## src/rtl/syn_wm8731_i2c_cfg.sv

```systemverilog
// WM8731 control-port I2C write master: walks a fixed register init table after
// reset, then issues single host-requested register writes.
module syn_wm8731_i2c_cfg #(
  parameter int unsigned QTR_DIV  = 125,
  parameter logic [6:0]  DEV_ADDR = 7'h1A,
  parameter bit          INIT_EN  = 1'b1
) (
  input  logic       clk_ir,
  input  logic       rst_il,
  input  logic       host_wr_en_i,
  input  logic [6:0] host_reg_i,
  input  logic [8:0] host_data_i,
  output logic       host_ready_o,
  output logic       busy_o,
  output logic       init_done_o,
  output logic       nack_o,
  input  logic       nack_clr_i,
  output logic       scl_o,
  output logic       sda_o,
  output logic       release_sda_o,
  input  logic       sda_i
);
  localparam int unsigned QW = 12;
  localparam int unsigned SW = 5;
  localparam int unsigned FW = 27;
  localparam int unsigned IW = 4;
  localparam logic [QW-1:0] QTR_MAX   = QW'(QTR_DIV - 1);
  localparam logic [SW-1:0] LAST_SLOT = SW'(FW - 1);
  localparam logic [IW-1:0] LAST_IDX  = IW'(10);

  typedef enum logic [2:0] {IDLE, LOAD, START, BIT, STOP, GAP} state_t;

  state_t        state, state_d;
  logic [QW-1:0] qcnt, qcnt_d;
  logic [1:0]    qtr, qtr_d;
  logic [SW-1:0] slot, slot_d;
  logic [FW-1:0] shreg, shreg_d;
  logic [IW-1:0] idx, idx_d;
  logic [6:0]    hreg, hreg_d;
  logic [8:0]    hdata, hdata_d;
  logic          abort, abort_d;
  logic          init_done_d, nack_d, scl_d, rel_d, busy_d, ready_d;
  logic          tick, ack_slot, accept;
  logic [15:0]   entry;

  // Init table entry as {reg[6:0], data[8:0]}
  function automatic logic [15:0] init_entry(input logic [IW-1:0] i);
    case (i)
      4'd0:    return {7'h0F, 9'h000};
      4'd1:    return {7'h00, 9'h017};
      4'd2:    return {7'h01, 9'h017};
      4'd3:    return {7'h02, 9'h079};
      4'd4:    return {7'h03, 9'h079};
      4'd5:    return {7'h04, 9'h012};
      4'd6:    return {7'h05, 9'h000};
      4'd7:    return {7'h06, 9'h000};
      4'd8:    return {7'h07, 9'h002};
      4'd9:    return {7'h08, 9'h000};
      default: return {7'h09, 9'h001};
    endcase
  endfunction

  assign tick     = (qcnt == QTR_MAX);
  assign ack_slot = (slot == SW'(8)) || (slot == SW'(17)) || (slot == LAST_SLOT);
  assign accept   = host_wr_en_i && host_ready_o;
  assign entry    = init_done_o ? {hreg, hdata} : init_entry(idx);
  assign sda_o    = 1'b0;

  // Next-state, datapath and next-output logic
  always_comb begin
    state_d     = state;
    qcnt_d      = tick ? '0 : qcnt + QW'(1);
    qtr_d       = tick ? qtr + 2'd1 : qtr;
    slot_d      = slot;
    shreg_d     = shreg;
    idx_d       = idx;
    hreg_d      = hreg;
    hdata_d     = hdata;
    abort_d     = abort;
    init_done_d = init_done_o || !INIT_EN;
    nack_d      = nack_clr_i ? 1'b0 : nack_o;
    scl_d       = 1'b1;
    rel_d       = 1'b1;

    case (state)
      IDLE: begin
        if (INIT_EN && !init_done_o) begin
          state_d = LOAD;
        end else if (accept) begin
          hreg_d  = host_reg_i;
          hdata_d = host_data_i;
          state_d = LOAD;
        end
      end
      LOAD: begin
        // ACK slots are shifted out as 1 so SDA is released for the slave
        shreg_d = {DEV_ADDR, 1'b0, 1'b1, entry[15:8], 1'b1, entry[7:0], 1'b1};
        qcnt_d  = '0;
        qtr_d   = 2'd0;
        slot_d  = '0;
        abort_d = 1'b0;
        state_d = START;
      end
      START: begin
        if (tick && qtr == 2'd3) state_d = BIT;
      end
      BIT: begin
        if (tick) begin
          if (qtr == 2'd2 && ack_slot && sda_i) begin
            nack_d  = 1'b1;
            abort_d = 1'b1;
          end
          if (qtr == 2'd3) begin
            if (abort || slot == LAST_SLOT) begin
              state_d = STOP;
            end else begin
              slot_d  = slot + SW'(1);
              shreg_d = {shreg[FW-2:0], 1'b1};
            end
          end
        end
      end
      STOP: begin
        if (tick && qtr == 2'd3) state_d = GAP;
      end
      GAP: begin
        if (tick && qtr == 2'd3) begin
          if (!init_done_o && idx != LAST_IDX) begin
            idx_d   = idx + IW'(1);
            state_d = LOAD;
          end else begin
            init_done_d = 1'b1;
            state_d     = IDLE;
          end
        end
      end
      default: state_d = IDLE;
    endcase

    // Pin levels follow the next phase so the registered pins line up with state
    case (state_d)
      START: begin
        scl_d = (qtr_d != 2'd3);
        rel_d = (qtr_d == 2'd0);
      end
      BIT: begin
        scl_d = qtr_d[1];
        rel_d = shreg_d[FW-1];
      end
      STOP: begin
        scl_d = (qtr_d != 2'd0);
        rel_d = qtr_d[1];
      end
      default: begin
        scl_d = 1'b1;
        rel_d = 1'b1;
      end
    endcase

    busy_d  = (state_d == START) || (state_d == BIT) || (state_d == STOP) || (state_d == GAP);
    ready_d = (state_d == IDLE) && init_done_d;
  end

  always_ff @(posedge clk_ir or negedge rst_il) begin
    if (!rst_il) begin
      state         <= IDLE;
      qcnt          <= '0;
      qtr           <= 2'd0;
      slot          <= '0;
      shreg         <= '1;
      idx           <= '0;
      hreg          <= '0;
      hdata         <= '0;
      abort         <= 1'b0;
      init_done_o   <= 1'b0;
      nack_o        <= 1'b0;
      scl_o         <= 1'b1;
      release_sda_o <= 1'b1;
      busy_o        <= 1'b0;
      host_ready_o  <= 1'b0;
    end else begin
      state         <= state_d;
      qcnt          <= qcnt_d;
      qtr           <= qtr_d;
      slot          <= slot_d;
      shreg         <= shreg_d;
      idx           <= idx_d;
      hreg          <= hreg_d;
      hdata         <= hdata_d;
      abort         <= abort_d;
      init_done_o   <= init_done_d;
      nack_o        <= nack_d;
      scl_o         <= scl_d;
      release_sda_o <= rel_d;
      busy_o        <= busy_d;
      host_ready_o  <= ready_d;
    end
  end

endmodule

```

## config.mk

```make
export PLATFORM = sky130hd
export DESIGN_NAME = syn_wm8731_i2c_cfg
export DESIGN_NICKNAME = d
export VERILOG_FILES = /design/src/rtl/syn_wm8731_i2c_cfg.sv
export SDC_FILE = /design/constraint.sdc
export NUM_CORES = 1
export LEC_CHECK = 0
export CAP_MARGIN = 20
export CORE_MARGIN = 10
export CORE_UTILIZATION = 30
export DETAILED_ROUTE_END_ITERATION = 10
export PLACE_DENSITY = 0.48
export SLEW_MARGIN = 30
export SYNTH_ARGS = -nofsm -noshare
export SYNTH_HDL_FRONTEND = slang
export SYNTH_SLANG_ARGS = --single-unit
```

## constraint.sdc

```tcl
create_clock -name clk_ir -period 4.3 [get_ports clk_ir]
set_input_delay 0.43 -clock clk_ir [delete_from_list [all_inputs] [get_ports clk_ir]]
set_output_delay 0.43 -clock clk_ir [all_outputs]
set_load 0.005 [all_outputs]
```

==> results.md <==
- Status: finished, final reports clean
- Post-Syn Instances: 370
- Clk_lat worst skew: 0.34 ns
- Fin Setup TNS: 0 ns
- Top sig layer: met4
- CTS Buf Count: 9
- Worst slew pin tran: 0.906 ns
- Power per cell area: 341 nW/um2
- GPL Wtd Cong: 0.778
- Num Clock Sinks: 76
- Clk slew on worst S/H paths: 0.06 ns
- Multi-input gate area: 1800 um2
- Period minus WS final: 2.73 ns
- Static Leak: 1.92 nW
- Critical path peak fanout: 20
- WP data required: 4.55 ns
- Vias: 2,789
- Die area: 17,900 um2
- Reg2reg start: qcnt[0]
- Non-filler cells, final: 568
- Ys Warns: 0
- Crit path max-delay cell type: nor3_2
- Top area cells in the synthesized netlist: dfrtp_1, dfstp_2, nand2_1
- Vias in the first global route: 2,855
- 1st-iter DRT viols: 238
- Core Box Area: 12,600 um2
- Cell depth of the worst flop-to-flop path: 8
- First-pass DRT Iterations: 4
- Netlist cell types: 64
- Maximum VDD drop: 0.186 mV
- Largest area contributor in the netlist: dfrtp_1
- Max_cap viols: 0
- WL met3: 334 um
- IO buf count: 26
- Post-CTS sizing: 0
- Fill cell count: 1,324
- FF-to-FF End: shreg[11]
- R2r setup slk: 1.57 ns
- Yosys reg bits: 76
- Area Growth Syn to Fin: 18.8%
- Top-level I/O count: 28
- Hold/Removal Path Class: in -> async
- Synth Flop Type: dfrtp_1
- CP endpoint: shreg[11]
- Crit path DAT: 2.98 ns
- CP peak stage delay: 0.68 ns
- Power, Total: 1.57 mW
- Post-synth ARST share: 100%
- Fmax: 366 MHz
- Slew Limit Fails: 0
- CTS Hold Bufs: 0
- Grt total ovfl: 0
- Design area: 4610 um2
- Initial antenna violation count: 0
- GRT Total Usage: 9.92%
- Largest net degree at the start of global routing: 77
- Global-route wire length before repair: 14,600 um
- Placement Cell Area: 4290 um2
- Final nets: 424
- CP Launch Point: qcnt[0]
- Die Ht: 134 um
- CTS Root Cell: clkbuf_16
- Ratio of cells with drive above 1 in the final layout: 20.7%
- Cell Rows: 41
- Number of setup buffers added after CTS: 0
- CP Launch Type: flop
- Crit path kind: reg -> reg
- FF+latch area: 1940 um2
- Starting Density: 30.7%
- Inst Count DP: 552
- RSZ-0062 raised after global routing: no
- Drt drc: 0
- DRT Wirelength: 8410 um
- Worst setup margin: 1.57 ns
- Crit-path cells: inv_1 -> ha_1 -> nor4b_2 -> nand4_1 -> nor3_2 -> buf_4 -> a22oi_1 -> o21ai_0
- Max Root-Sink Buffers: 2
- Worst slew margin: 39.4%
- # diodes: 0
- Syn avg cell area: 10.5 um2
- Clock H-tree levels: 3
- CTS tree: done
- Final Hold Vio Count: 0
- Share of the synthesized area in the top cell type: 30.3%
- Synthesized net count: 403
- Post-Place Worst Slack: 1.64 ns
- Remaining antenna violation count: 0
- Worst clock skew: 0.00504 ns
- Die width: 134 um
- Final setup viols: 0
- Via-per-instance ratio: 4.91
- Wire length per cell: 14.8 um
- Period utilisation layout: 63.6%
- Number of flops mapped to enable cells by yosys: 0
- CP Capture Type: flop
- DR WL met2: 3820 um
- M1 wire length: 4190 um
- Synthesized area: 3880 um2
- HPWL reported at the end of detailed placement: 5710 um
- Seq/Total Area, Yosys: 50.0%
## kinds of logic (layout without fill, tap and decap cells)
group,count (synthesis),after routing,synth area share (%)
buffers and inverters,33,59,3.81
AOI/OAI and AO/OA,74,74,13.6
and+or+nand+nor,136,136,18.8
xor gates and xnor gates,15,15,3.39
other,1,1,0.0967
DFF,76,76,50.0
adders and majority gates,12,12,3.87
muxes,23,23,6.49
## flip-flops by register name, summed over array words and instances (netlist names), 2 cells and up
name	cells
hreg	7
shreg	27
idx	4
qcnt	12
slot	5
hdata	9
qtr	2
state	3
## placed cells by master (no fill, tap or decap), types with 6 or more instances in the layout
cell type	instances
inv_1	14
mux2_2	16
a21oi_1	10
a32oi_1	9
dfstp_2	29
a22oi_1	7
xor2_1	10
ha_1	12
dfrtp_1	46
nand3_1	16
mux2i_1	6
clkbuf_16	9
nor2_1	23
clkdlybuf4s50_1	25
nand2_1	56
o21ai_0	21
## power breakdown
group,switching (mW),internal (mW)
clock,0.296,0.525
sequential,0.00000000000000000921,0.717
combinational,0.0159,0.0158
total,0.312,1.26
## Yosys cell counts, types with 9 or more instances
| cell | n |
|---|---|
| nand2_1 | 56 |
| a32oi_1 | 9 |
| mux2_2 | 16 |
| a21oi_1 | 11 |
| xor2_1 | 10 |
| dfstp_2 | 29 |
| nand3_1 | 16 |
| clkbuf_1 | 9 |
| ha_1 | 12 |
| inv_1 | 14 |
| nor2_1 | 23 |
| o21ai_0 | 21 |
| dfrtp_1 | 47 |
## cell type report
class                      count  share of cell area (%)
sequential                    76                    42.1
multi-input combinational    261                    39.0
timing repair buffer          29                    6.17
clock buffer                  12                    5.35
tap                          172                    4.67
clock inverter                 4                    1.60
inverter                      14                    1.14
## through the flow
step                utilization [%]  hold WS, ns
detailed placement             34.0        0.444
CTS                            36.5        0.151
global route                   36.5        0.178
global placement               33.9        0.443
floorplan                         -        0.134
finish                         36.5        0.102
## worst min-delay path by stage
stage                    from   endpoint  cells after the start
floorplan              rst_il      abort                      0
global placement     shreg[8]   shreg[8]                      2
detailed placement  shreg[16]  shreg[16]                      2
CTS                    rst_il     idx[3]                      1
global route           rst_il     idx[3]                      1
finish                 rst_il     idx[3]                      1
## layer usage
layer  GRT usage (%)  vias up
li1                -     1363
met1            13.5     1357
met2            14.5       63
met3            2.67        6
met4            3.99        0
met5               0        -
## worst max-delay path, delay by kind of cell (launching register included)
family | cells | cell delay (ns)
adder cells (fa/ha/maj) | 1 | 0.16
AND/OR/NAND/NOR | 3 | 1.39
buffers and inverters | 2 | 0.44
AO/OA/AOI/OAI | 2 | 0.24
flip-flops | 1 | 0.41
(Power assumes the default switching activity.)
